### src/rtl/limb_bus_pkg.sv
// Shared bus encodings for the processor's memory port: transfer types, owner IDs,
// protection bit positions and requester indices.
package limb_bus_pkg;

    localparam logic [1:0] TRANS_IDLE = 2'b00;
    localparam logic [1:0] TRANS_BUSY = 2'b01;
    localparam logic [1:0] TRANS_NSEQ = 2'b10;
    localparam logic [1:0] TRANS_SEQ  = 2'b11;

    typedef enum logic [1:0] {
        OWN_NONE  = 2'd0,
        OWN_FETCH = 2'd1,
        OWN_DATA  = 2'd2
    } owner_t;

    localparam int PROT_PRIV_BIT = 1;
    localparam int PROT_DATA_BIT = 0;

    localparam int REQ_FETCH = 0;
    localparam int REQ_DATA  = 1;
    localparam int NUM_REQ   = 2;

    typedef struct packed {
        logic   valid;
        owner_t owner;
    } tag_t;

    function automatic owner_t req_owner(input int idx);
        return (idx == REQ_DATA) ? OWN_DATA : OWN_FETCH;
    endfunction

endpackage

### src/rtl/memory_arbiter_priority.sv
// Data-over-fetch priority with a run counter that hands the port to fetch after
// MAX_DATA_RUN consecutive data grants while fetch is waiting.
module memory_arbiter_priority
    import limb_bus_pkg::*;
#(
    parameter int MAX_DATA_RUN = 4
) (
    input  logic               clk,
    input  logic               reset,
    input  logic [NUM_REQ-1:0] req,
    output logic [NUM_REQ-1:0] gnt
);

    logic [3:0] run_cnt_q;
    logic [3:0] run_cnt_d;
    logic       fetch_starved;

    always_comb begin
        fetch_starved = req[REQ_FETCH] && (run_cnt_q == 4'(MAX_DATA_RUN));
        gnt           = '0;
        if (req[REQ_DATA] && !fetch_starved) begin
            gnt[REQ_DATA] = 1'b1;
        end else if (req[REQ_FETCH]) begin
            gnt[REQ_FETCH] = 1'b1;
        end

        // Counter only measures how long fetch has been kept waiting.
        run_cnt_d = run_cnt_q;
        if (!req[REQ_FETCH] || gnt[REQ_FETCH]) begin
            run_cnt_d = '0;
        end else if (gnt[REQ_DATA] && (run_cnt_q < 4'(MAX_DATA_RUN))) begin
            run_cnt_d = run_cnt_q + 4'd1;
        end
    end

    always_ff @(posedge clk) begin
        if (reset) begin
            run_cnt_q <= '0;
        end else begin
            run_cnt_q <= run_cnt_d;
        end
    end

endmodule

### src/rtl/memory_arbiter.sv
// Shares the memory_controller port between instruction fetch and load/store: one grant
// per cycle, registered address phase, and a 2-stage tag pipeline that routes responses.
module memory_arbiter
    import limb_bus_pkg::*;
#(
    parameter int   ADDR_WIDTH   = 32,
    parameter int   DATA_WIDTH   = 32,
    parameter int   MAX_DATA_RUN = 4,
    parameter logic PROT_PRIV    = 1'b1
) (
    input  logic                  clk,
    input  logic                  reset,
    input  logic                  f_req,
    input  logic [ADDR_WIDTH-1:0] f_addr,
    output logic                  f_gnt,
    output logic                  f_rvalid,
    output logic [DATA_WIDTH-1:0] f_rdata,
    output logic                  f_abort,
    input  logic                  d_req,
    input  logic [ADDR_WIDTH-1:0] d_addr,
    input  logic [DATA_WIDTH-1:0] d_wdata,
    input  logic                  d_write,
    input  logic                  d_size,
    output logic                  d_gnt,
    output logic                  d_rvalid,
    output logic [DATA_WIDTH-1:0] d_rdata,
    output logic                  d_abort,
    output logic [ADDR_WIDTH-1:0] m_addr,
    output logic [DATA_WIDTH-1:0] m_wdata,
    input  logic [DATA_WIDTH-1:0] m_rdata,
    input  logic                  m_abort,
    output logic                  m_write,
    output logic                  m_size,
    output logic [1:0]            m_prot,
    output logic [1:0]            m_trans
);

    logic [NUM_REQ-1:0] req;
    logic [NUM_REQ-1:0] gnt;

    // Requests are masked during reset so no grant is visible while state clears.
    assign req[REQ_FETCH] = f_req && !reset;
    assign req[REQ_DATA]  = d_req && !reset;

    memory_arbiter_priority #(
        .MAX_DATA_RUN(MAX_DATA_RUN)
    ) u_priority (
        .clk  (clk),
        .reset(reset),
        .req  (req),
        .gnt  (gnt)
    );

    assign f_gnt = gnt[REQ_FETCH];
    assign d_gnt = gnt[REQ_DATA];

    logic [ADDR_WIDTH-1:0] m_addr_q,  m_addr_d;
    logic [DATA_WIDTH-1:0] m_wdata_q, m_wdata_d;
    logic                  m_write_q, m_write_d;
    logic                  m_size_q,  m_size_d;
    logic [1:0]            m_prot_q,  m_prot_d;
    logic [1:0]            m_trans_q, m_trans_d;
    owner_t                owner_q,   owner_d;
    tag_t                  tag1_q,    tag1_d;
    tag_t                  tag2_q,    tag2_d;
    logic [ADDR_WIDTH-1:0] req_addr;
    logic [ADDR_WIDTH-1:0] seq_addr;

    assign seq_addr = m_addr_q + {{(ADDR_WIDTH-1){1'b0}}, 1'b1};

    always_comb begin
        m_addr_d  = m_addr_q;
        m_wdata_d = m_wdata_q;
        m_write_d = 1'b0;
        m_size_d  = m_size_q;
        m_prot_d  = m_prot_q;
        m_trans_d = TRANS_IDLE;
        owner_d   = OWN_NONE;
        req_addr  = m_addr_q;

        if (gnt[REQ_DATA]) begin
            owner_d                 = OWN_DATA;
            req_addr                = d_addr;
            m_wdata_d               = d_wdata;
            m_write_d               = d_write;
            m_size_d                = d_size;
            m_prot_d[PROT_PRIV_BIT] = PROT_PRIV;
            m_prot_d[PROT_DATA_BIT] = 1'b1;
        end else if (gnt[REQ_FETCH]) begin
            owner_d                 = OWN_FETCH;
            req_addr                = f_addr;
            m_wdata_d               = '0;
            m_size_d                = 1'b1;
            m_prot_d[PROT_PRIV_BIT] = PROT_PRIV;
            m_prot_d[PROT_DATA_BIT] = 1'b0;
        end

        // owner_q is NONE after an idle cycle, so the burst restarts with NSEQ.
        if (owner_d != OWN_NONE) begin
            m_addr_d  = req_addr;
            m_trans_d = ((owner_d == owner_q) && (req_addr == seq_addr)) ? TRANS_SEQ : TRANS_NSEQ;
        end

        tag1_d = '{valid: (owner_d != OWN_NONE), owner: owner_d};
        tag2_d = tag1_q;
    end

    always_ff @(posedge clk) begin
        if (reset) begin
            m_addr_q  <= '0;
            m_wdata_q <= '0;
            m_write_q <= 1'b0;
            m_size_q  <= 1'b0;
            m_prot_q  <= '0;
            m_trans_q <= TRANS_IDLE;
            owner_q   <= OWN_NONE;
            tag1_q    <= '0;
            tag2_q    <= '0;
        end else begin
            m_addr_q  <= m_addr_d;
            m_wdata_q <= m_wdata_d;
            m_write_q <= m_write_d;
            m_size_q  <= m_size_d;
            m_prot_q  <= m_prot_d;
            m_trans_q <= m_trans_d;
            owner_q   <= owner_d;
            tag1_q    <= tag1_d;
            tag2_q    <= tag2_d;
        end
    end

    assign m_addr  = m_addr_q;
    assign m_wdata = m_wdata_q;
    assign m_write = m_write_q;
    assign m_size  = m_size_q;
    assign m_prot  = m_prot_q;
    assign m_trans = m_trans_q;

    logic [NUM_REQ-1:0] rvalid_vec;
    logic [NUM_REQ-1:0] abort_vec;

    // The data-phase tag selects which requester sees m_rdata/m_abort; idle slots see nothing.
    for (genvar gi = 0; gi < NUM_REQ; gi++) begin : g_resp
        assign rvalid_vec[gi] = !reset && tag2_q.valid && (tag2_q.owner == req_owner(gi));
        assign abort_vec[gi]  = rvalid_vec[gi] && m_abort;
    end

    assign f_rvalid = rvalid_vec[REQ_FETCH];
    assign d_rvalid = rvalid_vec[REQ_DATA];
    assign f_abort  = abort_vec[REQ_FETCH];
    assign d_abort  = abort_vec[REQ_DATA];
    assign f_rdata  = f_rvalid ? m_rdata : '0;
    assign d_rdata  = d_rvalid ? m_rdata : '0;

endmodule

### config.mk
export PLATFORM = sky130hd
export DESIGN_NAME = memory_arbiter
export DESIGN_NICKNAME = d
export VERILOG_FILES = /design/src/rtl/limb_bus_pkg.sv /design/src/rtl/memory_arbiter_priority.sv /design/src/rtl/memory_arbiter.sv
export SDC_FILE = /design/constraint.sdc
export NUM_CORES = 1
export LEC_CHECK = 0
export CORE_MARGIN = 2
export CORE_UTILIZATION = 36
export CTS_CLUSTER_SIZE = 14
export DETAILED_ROUTE_END_ITERATION = 16
export GPL_TIMING_DRIVEN = 0
export MAX_ROUTING_LAYER = met4
export PLACE_DENSITY_LB_ADDON = 0.1
export SLEW_MARGIN = 20
export SYNTH_ARGS = -nofsm -noshare
export SYNTH_HDL_FRONTEND = slang
export SYNTH_SLANG_ARGS = --single-unit
export TNS_END_PERCENT = 100
### constraint.sdc
create_clock -name clk -period 3 [get_ports clk]
set_input_delay 0.75 -clock clk [delete_from_list [all_inputs] [get_ports clk]]
set_output_delay 0.75 -clock clk [all_outputs]
set_load 0.01 [all_outputs]
==> results of run 1 <==
==> per-stage QoR <==
stage	hold WS, ns	power, W	setup WS [ns]	setup TNS, ns	cells
3_3_place_gp	0.427	0.00208	-1.61	-91.66	1059
3_5_place_dp	0.426	0.00210	-1.69	-97.38	1059
5_1_grt	0.471	0.00344	-0.167	-0.167	1107
2_1_floorplan	0.414	0.00163	-0.0238	-0.0238	606
4_1_cts	0.443	0.00330	-0.130	-0.130	1104
6_report	0.438	0.00332	-0.0969	-0.0969	1107
==> area by class of cell <==
| cell class | count | area share [%] |
|---|---|---|
| flip-flops and latches | 80 | 18.0 |
| inverters | 20 | 0.894 |
| diodes | 1 | 0.0280 |
| well taps | 180 | 2.52 |
| clock buffers | 9 | 2.52 |
| plain buffers | 45 | 4.49 |
| repair buffers | 304 | 32.8 |
| clock inverters | 7 | 0.867 |
| multi-input cells | 461 | 37.9 |
==> state kept, by name, summed over array words and instances, names as in the netlist <==
name / count
m_addr: 32
m_prot: 2
m_size: 1
m_trans: 2
m_wdata: 32
m_write: 1
tag1_q: 3
tag2_q: 3
u_priority.run_cnt_q: 4
==> power by group <==
part | switching (W) | internal [W] | leakage (nW) | total, W
clock | 0.000487 | 0.000652 | 0.146 | 0.00114
combinational | 0.000415 | 0.000541 | 3.08 | 0.000956
sequential | 0.0000843 | 0.00114 | 0.663 | 0.00122
==> cells in the mapped netlist (5+ instances only) <==
| library cell | instances | area share [%] |
|---|---|---|
| inv_1 | 19 | 1.4 |
| nand3b_1 | 17 | 2.5 |
| clkbuf_1 | 24 | 1.8 |
| o21ai_0 | 32 | 3.2 |
| a31o_2 | 5 | 0.87 |
| a21o_1 | 9 | 1.3 |
| nor4_1 | 5 | 0.62 |
| a22oi_1 | 9 | 1.3 |
| buf_2 | 10 | 1.0 |
| a21oi_1 | 18 | 1.8 |
| a31oi_1 | 6 | 0.75 |
| a22o_1 | 35 | 6.1 |
| nor2_1 | 25 | 1.9 |
| nor3_1 | 17 | 1.7 |
| o221ai_1 | 8 | 1.4 |
| and3_1 | 9 | 1.1 |
| xor2_1 | 11 | 1.9 |
| nand4_1 | 12 | 1.5 |
| dfxtp_1 | 80 | 32 |
| and2_1 | 68 | 8.5 |
| nor3b_1 | 6 | 0.90 |
| buf_6 | 5 | 1.1 |
| nand3_1 | 13 | 1.3 |
| xnor2_1 | 18 | 3.1 |
| mux2_2 | 7 | 1.6 |
| mux2i_1 | 20 | 4.0 |
| nand2_1 | 50 | 3.7 |
| or3_1 | 8 | 1.0 |
==> cell families after synthesis <==
logic type               after synthesis
AND/OR/NAND/NOR                      261
adder cells (fa/ha/maj)                4
flip-flops                            80
XOR/XNOR                              30
multiplexers                          27
buffers and inverters                 65
AO/OA/AOI/OAI                        139
==> routing by layer <==
metal,vias up,global-route usage [%]
met5,-,-
met4,0,12.8
met3,48,5.95
met2,331,48.2
met1,2786,29.8
li1,2818,-
==> critical path, cell delays in order <==
cell and delay [ns]:
clkdlybuf4s50_1 0.46, nand3b_1 0.16, o221ai_4 0.12, a22oi_2 0.14, nor4b_4 0.34, nand4_1 0.15
or4_4 0.57, or4_4 0.45, nor4b_4 0.21
==> how the worst max path moves through the flow <==
stage	end	cells past startpoint	slack, ns
2_1_floorplan	m_trans[0]	10	-0.02
3_3_place_gp	d_gnt	10	-1.61
3_5_place_dp	d_gnt	10	-1.69
4_1_cts	m_trans[0]	8	-0.13
5_1_grt	m_trans[0]	11	-0.17
6_report	m_trans[0]	9	-0.1
==> timing repair <==
action / in CTS / in global routing
gates resized for setup: 157 / 30
pin swaps: 13 / 9
cloned: 2 / 0
buffers inserted: 27 / 2
setup endpoints to repair: 114 / 6
==> cell usage in the layout, fill, tap and decap left out, types with 7 or more instances in the layout <==
cell type,Yosys,layout
a21o_1,9,9
a21oi_1,18,18
a22o_1,35,35
a22oi_1,9,7
and2_1,68,68
and3_1,9,9
buf_4,2,31
clkbuf_1,24,12
clkbuf_16,0,10
clkdlybuf4s50_1,0,204
dfxtp_1,80,76
dlygate4sd2_1,0,62
inv_1,19,16
mux2_2,7,7
mux2i_1,20,17
nand2_1,50,48
nand3_1,13,12
nand3b_1,17,17
nand4_1,12,12
nor2_1,25,25
nor3_1,17,14
o21ai_0,32,28
xnor2_1,18,18
xor2_1,11,11
==> impl_metrics.py, run 1 <==
metrics = {
    "synth": {
        "yosysSeqAreaShare_pct": 31.9,
        "synth_xor_area_share_pct": 5.50,
        "synth_cell_types": 63,
        "synth_area_um2": 5020,
        "muxShareOfSynthArea_pct": 5.55,
        "synth_edf_count": 0,
        "synth-seq-cells": 80,
        "yosys.area_share.simple_pct": 30.4,
        "syn_area_per_cell_um2": 8.29,
        "synth_top_family_by_area": "simple AND/OR/NAND/NOR gates",
        "synth_compound_gate_area_share_pct": 19.8,
        "synth_warnings": 0,
        "netlist_instances": 606,
        "synth_fa_ha_area_share_pct": 0.946,
        "synth_ff_type": "dfxtp_1",
        "async_reset_ff_share_pct": 0,
        "synth_nets": 744,
    },
    "sta": {
        "drv_slew": 0,
        "rsz0062_at_grt": "yes",
        "max_slew_margin_pct": 43.4,
        "fin_ws_ns": -0.0969,
        "hold_viol_final": 0,
        "worst_pin_slew_ns": 0.828,
        "fmax_ghz": 0.323,
        "post-route-min-period_ns": 3.10,
        "period_share_pct": 103,
        "skew_ns": 0.00706,
        "setup_viol": 1,
    },
    "setup_path": {
        "timing.rr.start": "m_addr[2]",
        "crit_fanout": 3,
        "worstPathRequired_ns": 3.26,
        "reg2reg_to": "m_trans[0]",
        "startpoint_type": "input port",
        "reg2reg_slack_ns": -0.08,
        "path_class": "input port to flip-flop",
        "end_kind": "flip-flop",
        "worstPathArrival_ns": 3.35,
        "worst-r2r-cell-count": 8,
        "critPathLaunch": "f_addr[6]",
    },
    "clock_network": {
        "clkLatencyLatePin_ns": 0.34,
        "cts_tree": "built",
        "hold_buffers": 0,
        "root_buffer": "clkbuf_16",
        "clkSinkCount": 80,
        "cts_buffers": 9,
        "path_clk_slew_ns": 0.07,
        "cts_buffer_depth": 2,
        "h-tree-depth": 3,
    },
    "hold_path": {
        "whs_endpoint": "tag2_q[2]",
        "hp-class": "flip-flop to flip-flop",
        "min_from": "tag1_q[2]",
        "hold_depth": 1,
    },
    "routing": {
        "drc": 0,
        "routed_wl_um": 20700,
        "wl_met3_um": 1790,
        "antenna_left": 0,
        "wl_met2_um": 10200,
        "dr.pass1.iters": 5,
        "routed_via_density": 5.40,
        "wl_per_cell_um": 18.7,
        "top_layer": "met4",
        "vias": 5983,
        "drt_iter0_markers": 331,
        "met1Wirelength_um": 7950,
    },
    "global_routing": {
        "grt_pass1_vias": 5871,
        "antenna_found_initial": 1,
        "grt_pass1_wl_um": 30900,
        "grt_usage_pct": 27.6,
        "grt_start_max_net_pins": 16,
        "overflow": 0,
    },
    "layout": {
        "fin_util_pct": 65.0,
        "nets": 1059,
        "fillers": 1165,
        "syn_to_final_growth_pct": 78.2,
        "final_cell_area_um2": 8950,
        "seq_area_um2": 1610,
        "drive_above_1_share_pct": 15.1,
        "multi_input_area_um2": 3400,
    },
    "floorplan": {
        "rows": 43,
        "dieArea_um2": 14900,
        "start_util_pct": 36.5,
        "coreArea_um2": 13800,
        "die_x_um": 122,
        "dieHeight_um": 122,
        "io_pins": 275,
    },
    "pwr": {
        "p_per_area_nw_per_um2": 371,
        "irDropWorstVdd_mv": 0.316,
        "p_leak_nw": 3.89,
    },
    "place": {
        "io_buffers": 273,
        "postPlaceCellArea_um2": 8010,
        "place_congestion": 0.936,
        "dp_hpwl_um": 15600,
    },
    "status": {
        "violations": "setup timing",
        "outcome": "finished, violations left",
    },
    "job": {
        "drv_cap": 0,
    },
}
Power figures use the tool's default switching activity.
==> inputs of run 2 (changes only) <==
- ABC_AREA: unset -> 1
- CORE_UTILIZATION: 36 -> 37
- PLACE_DENSITY: unset -> 0.79
- PLACE_DENSITY_LB_ADDON: 0.1 -> unset
==> run 2 against run 1 <==
Compared with the run above:
- the flow now finishes without violations
- clock skew increased by 0.0044 ns
- setup slack gained 0.16 ns
- sequential cell count stayed put
- cell area fell by 4.1%
- synthesized cell count up 47%
- area after synthesis grew 6.7%
- critical endpoint is now d_rdata[31]
- largest power group unchanged
==> impl_metrics.py, run 2 <==
metrics = {
    "synth": {
        "synth-seq-cells": 80,
        "yosysMostFrequentCell": "nand2_1",
        "synth_cell_types": 37,
        "synth_nets": 1026,
        "synth_area_um2": 5360,
        "synthTopCellsByCount": "270 x nand2_1, 155 x nor2_1, 126 x inv_1",
        "yosysSeqAreaShare_pct": 29.9,
        "synth_warnings": 0,
        "synth_area_leaders": "dfxtp_1 30%, nand2_1 19%, nor2_1 11%",
        "synth_ff_type": "dfxtp_1",
        "syn_area_per_cell_um2": 6.04,
        "synth_top_area_cell": "dfxtp_1",
        "synth_top_cell_area_share_pct": 29.9,
        "async_reset_ff_share_pct": 0,
        "synth_edf_count": 0,
        "netlist_instances": 888,
    },
    "sta": {
        "skew_ns": 0.0115,
        "post-route-min-period_ns": 2.94,
        "fmax_ghz": 0.341,
        "drv_slew": 0,
        "setup_viol": 0,
        "period_share_pct": 97.9,
        "hold_viol_final": 0,
        "max_slew_margin_pct": 58.3,
        "worst_pin_slew_ns": 0.625,
        "setup_tns_ns": 0,
    },
    "floorplan": {
        "die_x_um": 124,
        "start_util_pct": 38.2,
        "dieArea_um2": 15500,
        "coreArea_um2": 14000,
        "dieHeight_um": 124,
        "io_pins": 275,
        "rows": 43,
    },
    "setup_path": {
        "crit_chain": "dlygate4sd2_1, inv_2, clkbuf_8, nand2_1, nor3_4, inv_2, buf_4, nor2_1, dlygate4sd2_1",
        "worst-r2r-cell-count": 13,
        "reg2reg_slack_ns": 0.53,
        "critPathLaunch": "reset",
        "crit_path_max_incr_delay_ns": 0.31,
        "path_buf_inv": 6,
        "timing.rr.start": "m_addr[0]",
        "path_depth": 9,
        "worstPathRequired_ns": 2.25,
        "crit_family": "buffers and inverters",
        "reg2reg_to": "m_trans[0]",
        "crit_path_end": "d_rdata[31]",
        "end_kind": "output port",
        "slowest_stage": "dlygate4sd2_1",
        "startpoint_type": "input port",
        "crit_fanout": 10,
        "path_class": "input port to output port",
        "worstPathArrival_ns": 2.19,
    },
    "layout": {
        "seq_area_um2": 1600,
        "fillers": 1350,
        "final_cell_area_um2": 8590,
        "multi_input_area_um2": 3060,
        "antenna_cells": 0,
        "final_cell_mix": "269 x nand2_1, 202 x clkdlybuf4s50_1, 155 x nor2_1",
        "syn_to_final_growth_pct": 60.1,
        "final_common_cell": "nand2_1",
        "nets": 1320,
        "drive_above_1_share_pct": 9.52,
        "fin_cells": 1367,
    },
    "place": {
        "place_inst": 1342,
        "dp_hpwl_um": 17300,
        "postPlaceCellArea_um2": 8330,
        "place_congestion": 0.964,
        "io_buffers": 274,
    },
    "clock_network": {
        "cts_tree": "built",
        "cts_buffer_depth": 2,
        "cts_buffers": 9,
        "clkLatencyLatePin_ns": 0.35,
        "path_clk_slew_ns": 0.07,
        "h-tree-depth": 3,
        "root_buffer": "clkbuf_16",
        "clkSinkCount": 80,
    },
    "hold_path": {
        "hp-class": "flip-flop to flip-flop",
    },
    "global_routing": {
        "grt_pass1_vias": 6301,
        "grt_pass1_wl_um": 34200,
        "overflow": 0,
        "antenna_found_initial": 0,
        "grt_start_max_net_pins": 20,
        "grt_usage_pct": 28.4,
    },
    "routing": {
        "routed_wl_um": 21800,
        "wl_per_cell_um": 16.0,
        "vias": 6788,
        "routed_via_density": 4.97,
        "antenna_left": 0,
        "dr.pass1.iters": 5,
        "drc": 0,
        "drt_iter0_markers": 604,
    },
    "pwr": {
        "irDropWorstVdd_mv": 0.280,
        "p_per_area_nw_per_um2": 369,
        "p_leak_nw": 4.18,
        "power_w": 0.00317,
    },
    "job": {
        "drv_cap": 0,
    },
    "status": {
        "outcome": "complete, no violations",
    },
}
==> run 2: cell types whose count changed in the layout (fill, tap and decap cells not counted), sizes merged, moves of 30 or more <==
cell	before	now
nor2	25	161
and2	68	0
a22o	35	0
a32o	2	32
nand3	13	52
inv	22	133
nand2	50	273
==> run 2: worst min-delay path by stage <==
| stage | from | end | slack (ns) | cells after the start |
|---|---|---|---|---|
| floorplan | tag1_q[2] | tag2_q[2] | 0.39 | 2 |
| global placement | tag1_q[2] | tag2_q[2] | 0.39 | 2 |
| detailed placement | tag1_q[2] | tag2_q[2] | 0.39 | 2 |
| CTS | tag1_q[2] | tag2_q[2] | 0.40 | 2 |
| global route | tag1_q[2] | tag2_q[2] | 0.44 | 2 |
| finish | tag1_q[2] | tag2_q[2] | 0.40 | 2 |
==> run 2: final cells by class <==
| type | instances | share of cell area [%] |
|---|---|---|
| buffer | 37 | 3.22 |
| inverter | 130 | 5.71 |
| sequential | 80 | 18.7 |
| timing repair buffer | 285 | 30.8 |
| multi-input combinational | 639 | 35.6 |
| clock inverter | 6 | 0.568 |
| clock buffer | 10 | 2.78 |
| tap | 180 | 2.62 |
==> run 2: cell families after synthesis <==
kind of cell / synth area share, %
adder cells (fa/ha/maj): 0.700
AO/OA/AOI/OAI: 14.4
buffers and inverters: 13.5
XOR/XNOR: 1.14
AND/OR/NAND/NOR: 40.3
flip-flops: 29.9
==> run 2: timing repair <==
| action | in CTS | in global routing |
|---|---|---|
| buffers inserted | 11 | 0 |
| hold buffers | 0 | 0 |
| setup endpoints to repair | 70 | 35 |
| resized for setup | 100 | 62 |
| pin swaps | 4 | 1 |
==> run 2: routing by layer <==
| metal | vias to the layer above | wire length (um) | global-route usage, % |
|---|---|---|---|
| li1 | 3393 | - | - |
| met1 | 3093 | 9710 | 38.5 |
| met2 | 271 | 10100 | 44.3 |
| met3 | 31 | 1640 | 4.68 |
| met4 | 0 | 374 | 7.07 |
| met5 | - | 0 | - |
==> run 2: power breakdown <==
group | total (W) | switching (W) | internal (W) | leakage (nW)
clock | 0.00110 | 0.000504 | 0.000594 | 0.144
combinational | 0.000862 | 0.000419 | 0.000444 | 3.37
sequential | 0.00121 | 0.0000755 | 0.00113 | 0.661
==> run 2: per-stage QoR <==
stage	hold WS, ns	util [%]	setup WS (ns)
global placement	0.392	59.3	-0.917
finish	0.400	61.1	0.0640
detailed placement	0.392	59.3	-0.893
global route	0.440	61.1	-0.0303
floorplan	0.388	-	0.243
CTS	0.401	61.8	0.000250
==> run 2: tightest hold or removal path: stages, from the launching register on <==
cell and delay, ns:
dfxtp_1 0.30, inv_1 0.04, nor2_1 0.03
==> inputs of run 3 (changes only) <==
- SYNTH_HIERARCHICAL: unset -> 1
==> run 3 against run 2 <==
Compared with the run above:
- clock-buffer cell count down 1
- largest cell class is now non-clock buffers
- register-to-register slack lost 0.02 ns
- largest power group is now clock
- cell area grew 4.0%
- maximum frequency is 0.31% higher
- first-iteration DRC count up 12%
- combinational power fell by 2%
- core utilization increased by 0.79 points
- clock skew decreased by 0.0036 ns
- sequential cell count unchanged
- global-route usage is 0.69 points lower
- non-clock buffer count down 8
- via count is 2.2% higher
==> impl_metrics.py, run 3 <==
metrics = {
    "routing": {
        "drt_iter0_markers": 676,
        "drc": 0,
        "routed_via_density": 4.93,
        "wl_per_cell_um": 15.4,
        "antenna_left": 0,
        "dr.pass1.iters": 5,
        "routed_wl_um": 21700,
        "vias": 6936,
    },
    "setup_path": {
        "slowest_stage": "clkdlybuf4s50_1",
        "startpoint_type": "input port",
        "worstPathRequired_ns": 2.25,
        "crit_path_max_incr_delay_ns": 0.55,
        "crit_fanout": 11,
        "crit_chain": "clkbuf_4, inv_4, nand4_1, buf_4, clkbuf_2, nor2_1, clkdlybuf4s50_1",
        "worstPathArrival_ns": 2.18,
        "path_class": "input port to output port",
        "crit_family": "buffers and inverters",
        "path_buf_inv": 5,
        "end_kind": "output port",
    },
    "global_routing": {
        "overflow": 0,
        "grt_pass1_wl_um": 34000,
        "grt_usage_pct": 27.7,
        "grt_pass1_vias": 6694,
        "grt_start_max_net_pins": 17,
        "antenna_found_initial": 0,
    },
    "synth": {
        "synth_area_leaders": "dfxtp_1 29%, nand2_1 20%, nor2_1 12%",
        "synth_area_um2": 5430,
        "yosysMostFrequentCell": "nand2_1",
        "synthTopCellsByCount": "290 x nand2_1, 169 x nor2_1, 155 x inv_1",
        "syn_area_per_cell_um2": 5.86,
        "yosysSeqAreaShare_pct": 29.5,
        "synth_ff_type": "dfxtp_1",
        "synth_top_area_cell": "dfxtp_1",
        "synth_top_cell_area_share_pct": 29.5,
        "netlist_instances": 927,
        "synth_edf_count": 0,
        "async_reset_ff_share_pct": 0,
        "synth_warnings": 6,
        "synth_nets": 1065,
        "synth_cell_types": 35,
        "synth-seq-cells": 80,
    },
    "clock_network": {
        "path_clk_slew_ns": 0.07,
        "cts_buffers": 9,
        "h-tree-depth": 3,
        "hold_buffers": 0,
        "root_buffer": "clkbuf_16",
        "clkSinkCount": 80,
        "clkLatencyLatePin_ns": 0.34,
        "cts_tree": "built",
        "cts_buffer_depth": 2,
    },
    "floorplan": {
        "dieHeight_um": 125,
        "coreArea_um2": 14400,
        "rows": 44,
        "dieArea_um2": 15700,
        "start_util_pct": 37.6,
        "die_x_um": 125,
        "io_pins": 275,
    },
    "status": {
        "outcome": "complete, no violations",
    },
    "layout": {
        "fin_util_pct": 61.9,
        "final_cell_mix": "290 x nand2_1, 234 x clkdlybuf4s50_1, 166 x nor2_1",
        "nets": 1357,
        "drive_above_1_share_pct": 6.45,
        "antenna_cells": 0,
        "final_common_cell": "nand2_1",
        "syn_to_final_growth_pct": 64.5,
    },
    "pwr": {
        "irDropWorstVdd_mv": 0.326,
        "p_per_area_nw_per_um2": 368,
        "p_leak_nw": 4.63,
    },
    "sta": {
        "fin_hold_ws_ns": 0.401,
        "rsz0062_at_grt": "yes",
        "drv_slew": 0,
        "hold_viol_final": 0,
        "fmax_ghz": 0.342,
        "period_share_pct": 97.6,
        "skew_ns": 0.00784,
        "max_slew_margin_pct": 55.8,
        "setup_viol": 0,
        "post-route-min-period_ns": 2.93,
        "worst_pin_slew_ns": 0.664,
    },
    "place": {
        "dp_hpwl_um": 17200,
        "io_buffers": 274,
        "place_congestion": 0.979,
    },
    "job": {
        "drv_cap": 0,
    },
    "hold_path": {
        "hp-class": "flip-flop to flip-flop",
    },
}
run 3: changes by cell type after synthesis, moves of 14 or more:
cell / before / now
nand2_1: 270 / 290
nand4_1: 12 / 30
o21ai_0: 40 / 6
nor2_1: 155 / 169
inv_1: 126 / 155
nand3_1: 51 / 68
run 3: what timing repair did:
item,CTS,global route
setup buffers,3,5
endpoints found under the setup margin,143,54
cloned,0,0
resized for setup,37,38
pin swaps,0,2
run 3: layer usage:
layer  vias up  GRT usage (%)  part of all wire (%)
li1       3478              -                     -
met1      3133           36.9                    45
met2       299           43.1                    45
met3        26           6.20                   9.0
met4         0           6.47                   1.4
met5         -              -                     0
run 3: through the flow:
stage | setup WS, ns | std cells | power, W | area, um^2 | setup TNS [ns]
after floorplan | 0.00380 | 927 | 0.00161 | 5430 | 0
after global placement | -1.41 | 1385 | 0.00204 | 8400 | -136.41
after detailed placement | -1.40 | 1385 | 0.00205 | 8400 | -132.01
after CTS | -0.113 | 1403 | 0.00329 | 8780 | -0.116
after global routing | -0.143 | 1408 | 0.00345 | 8930 | -0.143
final | 0.0729 | 1408 | 0.00329 | 8930 | 0
run 3: logic make-up after synthesis:
family,after synthesis,synth area share [%]
xor+xnor,4,0.645
flops,80,29.5
simple gates,596,46.5
buf+inv,191,14.2
fa+ha+maj,3,0.691
compound gates,53,8.43
run 3: path summary, 6_finish.rpt:
path                                 from     endpoint  slack [ns]  cells past startpoint
hold reg to reg                 tag1_q[2]    tag2_q[2]        0.40                      2
hold / removal                  tag1_q[2]    tag2_q[2]        0.40                      2
setup / recovery                    reset  f_rdata[12]        0.07                      7
setup reg to reg  u_priority/run_cnt_q[0]   m_trans[0]        0.51                     19
run 3: worst reg2reg max path, delay by kind of cell (launching register included):
family                     cells  cell delay [ns]
AOI/OAI and AO/OA              1             0.22
DFF                            1             0.31
buffers and inverters          4             0.45
and+or+nand+nor               13             1.26
adders and majority gates      1             0.16
run 3: area by class of cell:
type	instances	area (um^2)
buffer	32	228
tap	184	230
fill	1371	5490
clock inverter	7	108
timing repair buffer	282	2870
inverter	158	601
multi-input combinational	656	3070
sequential	80	1600
clock buffer	9	225
run 3: power by group:
group          internal, W  switching, W
Clock             0.000747      0.000497
Sequential         0.00113     0.0000746
Combinational     0.000427      0.000418
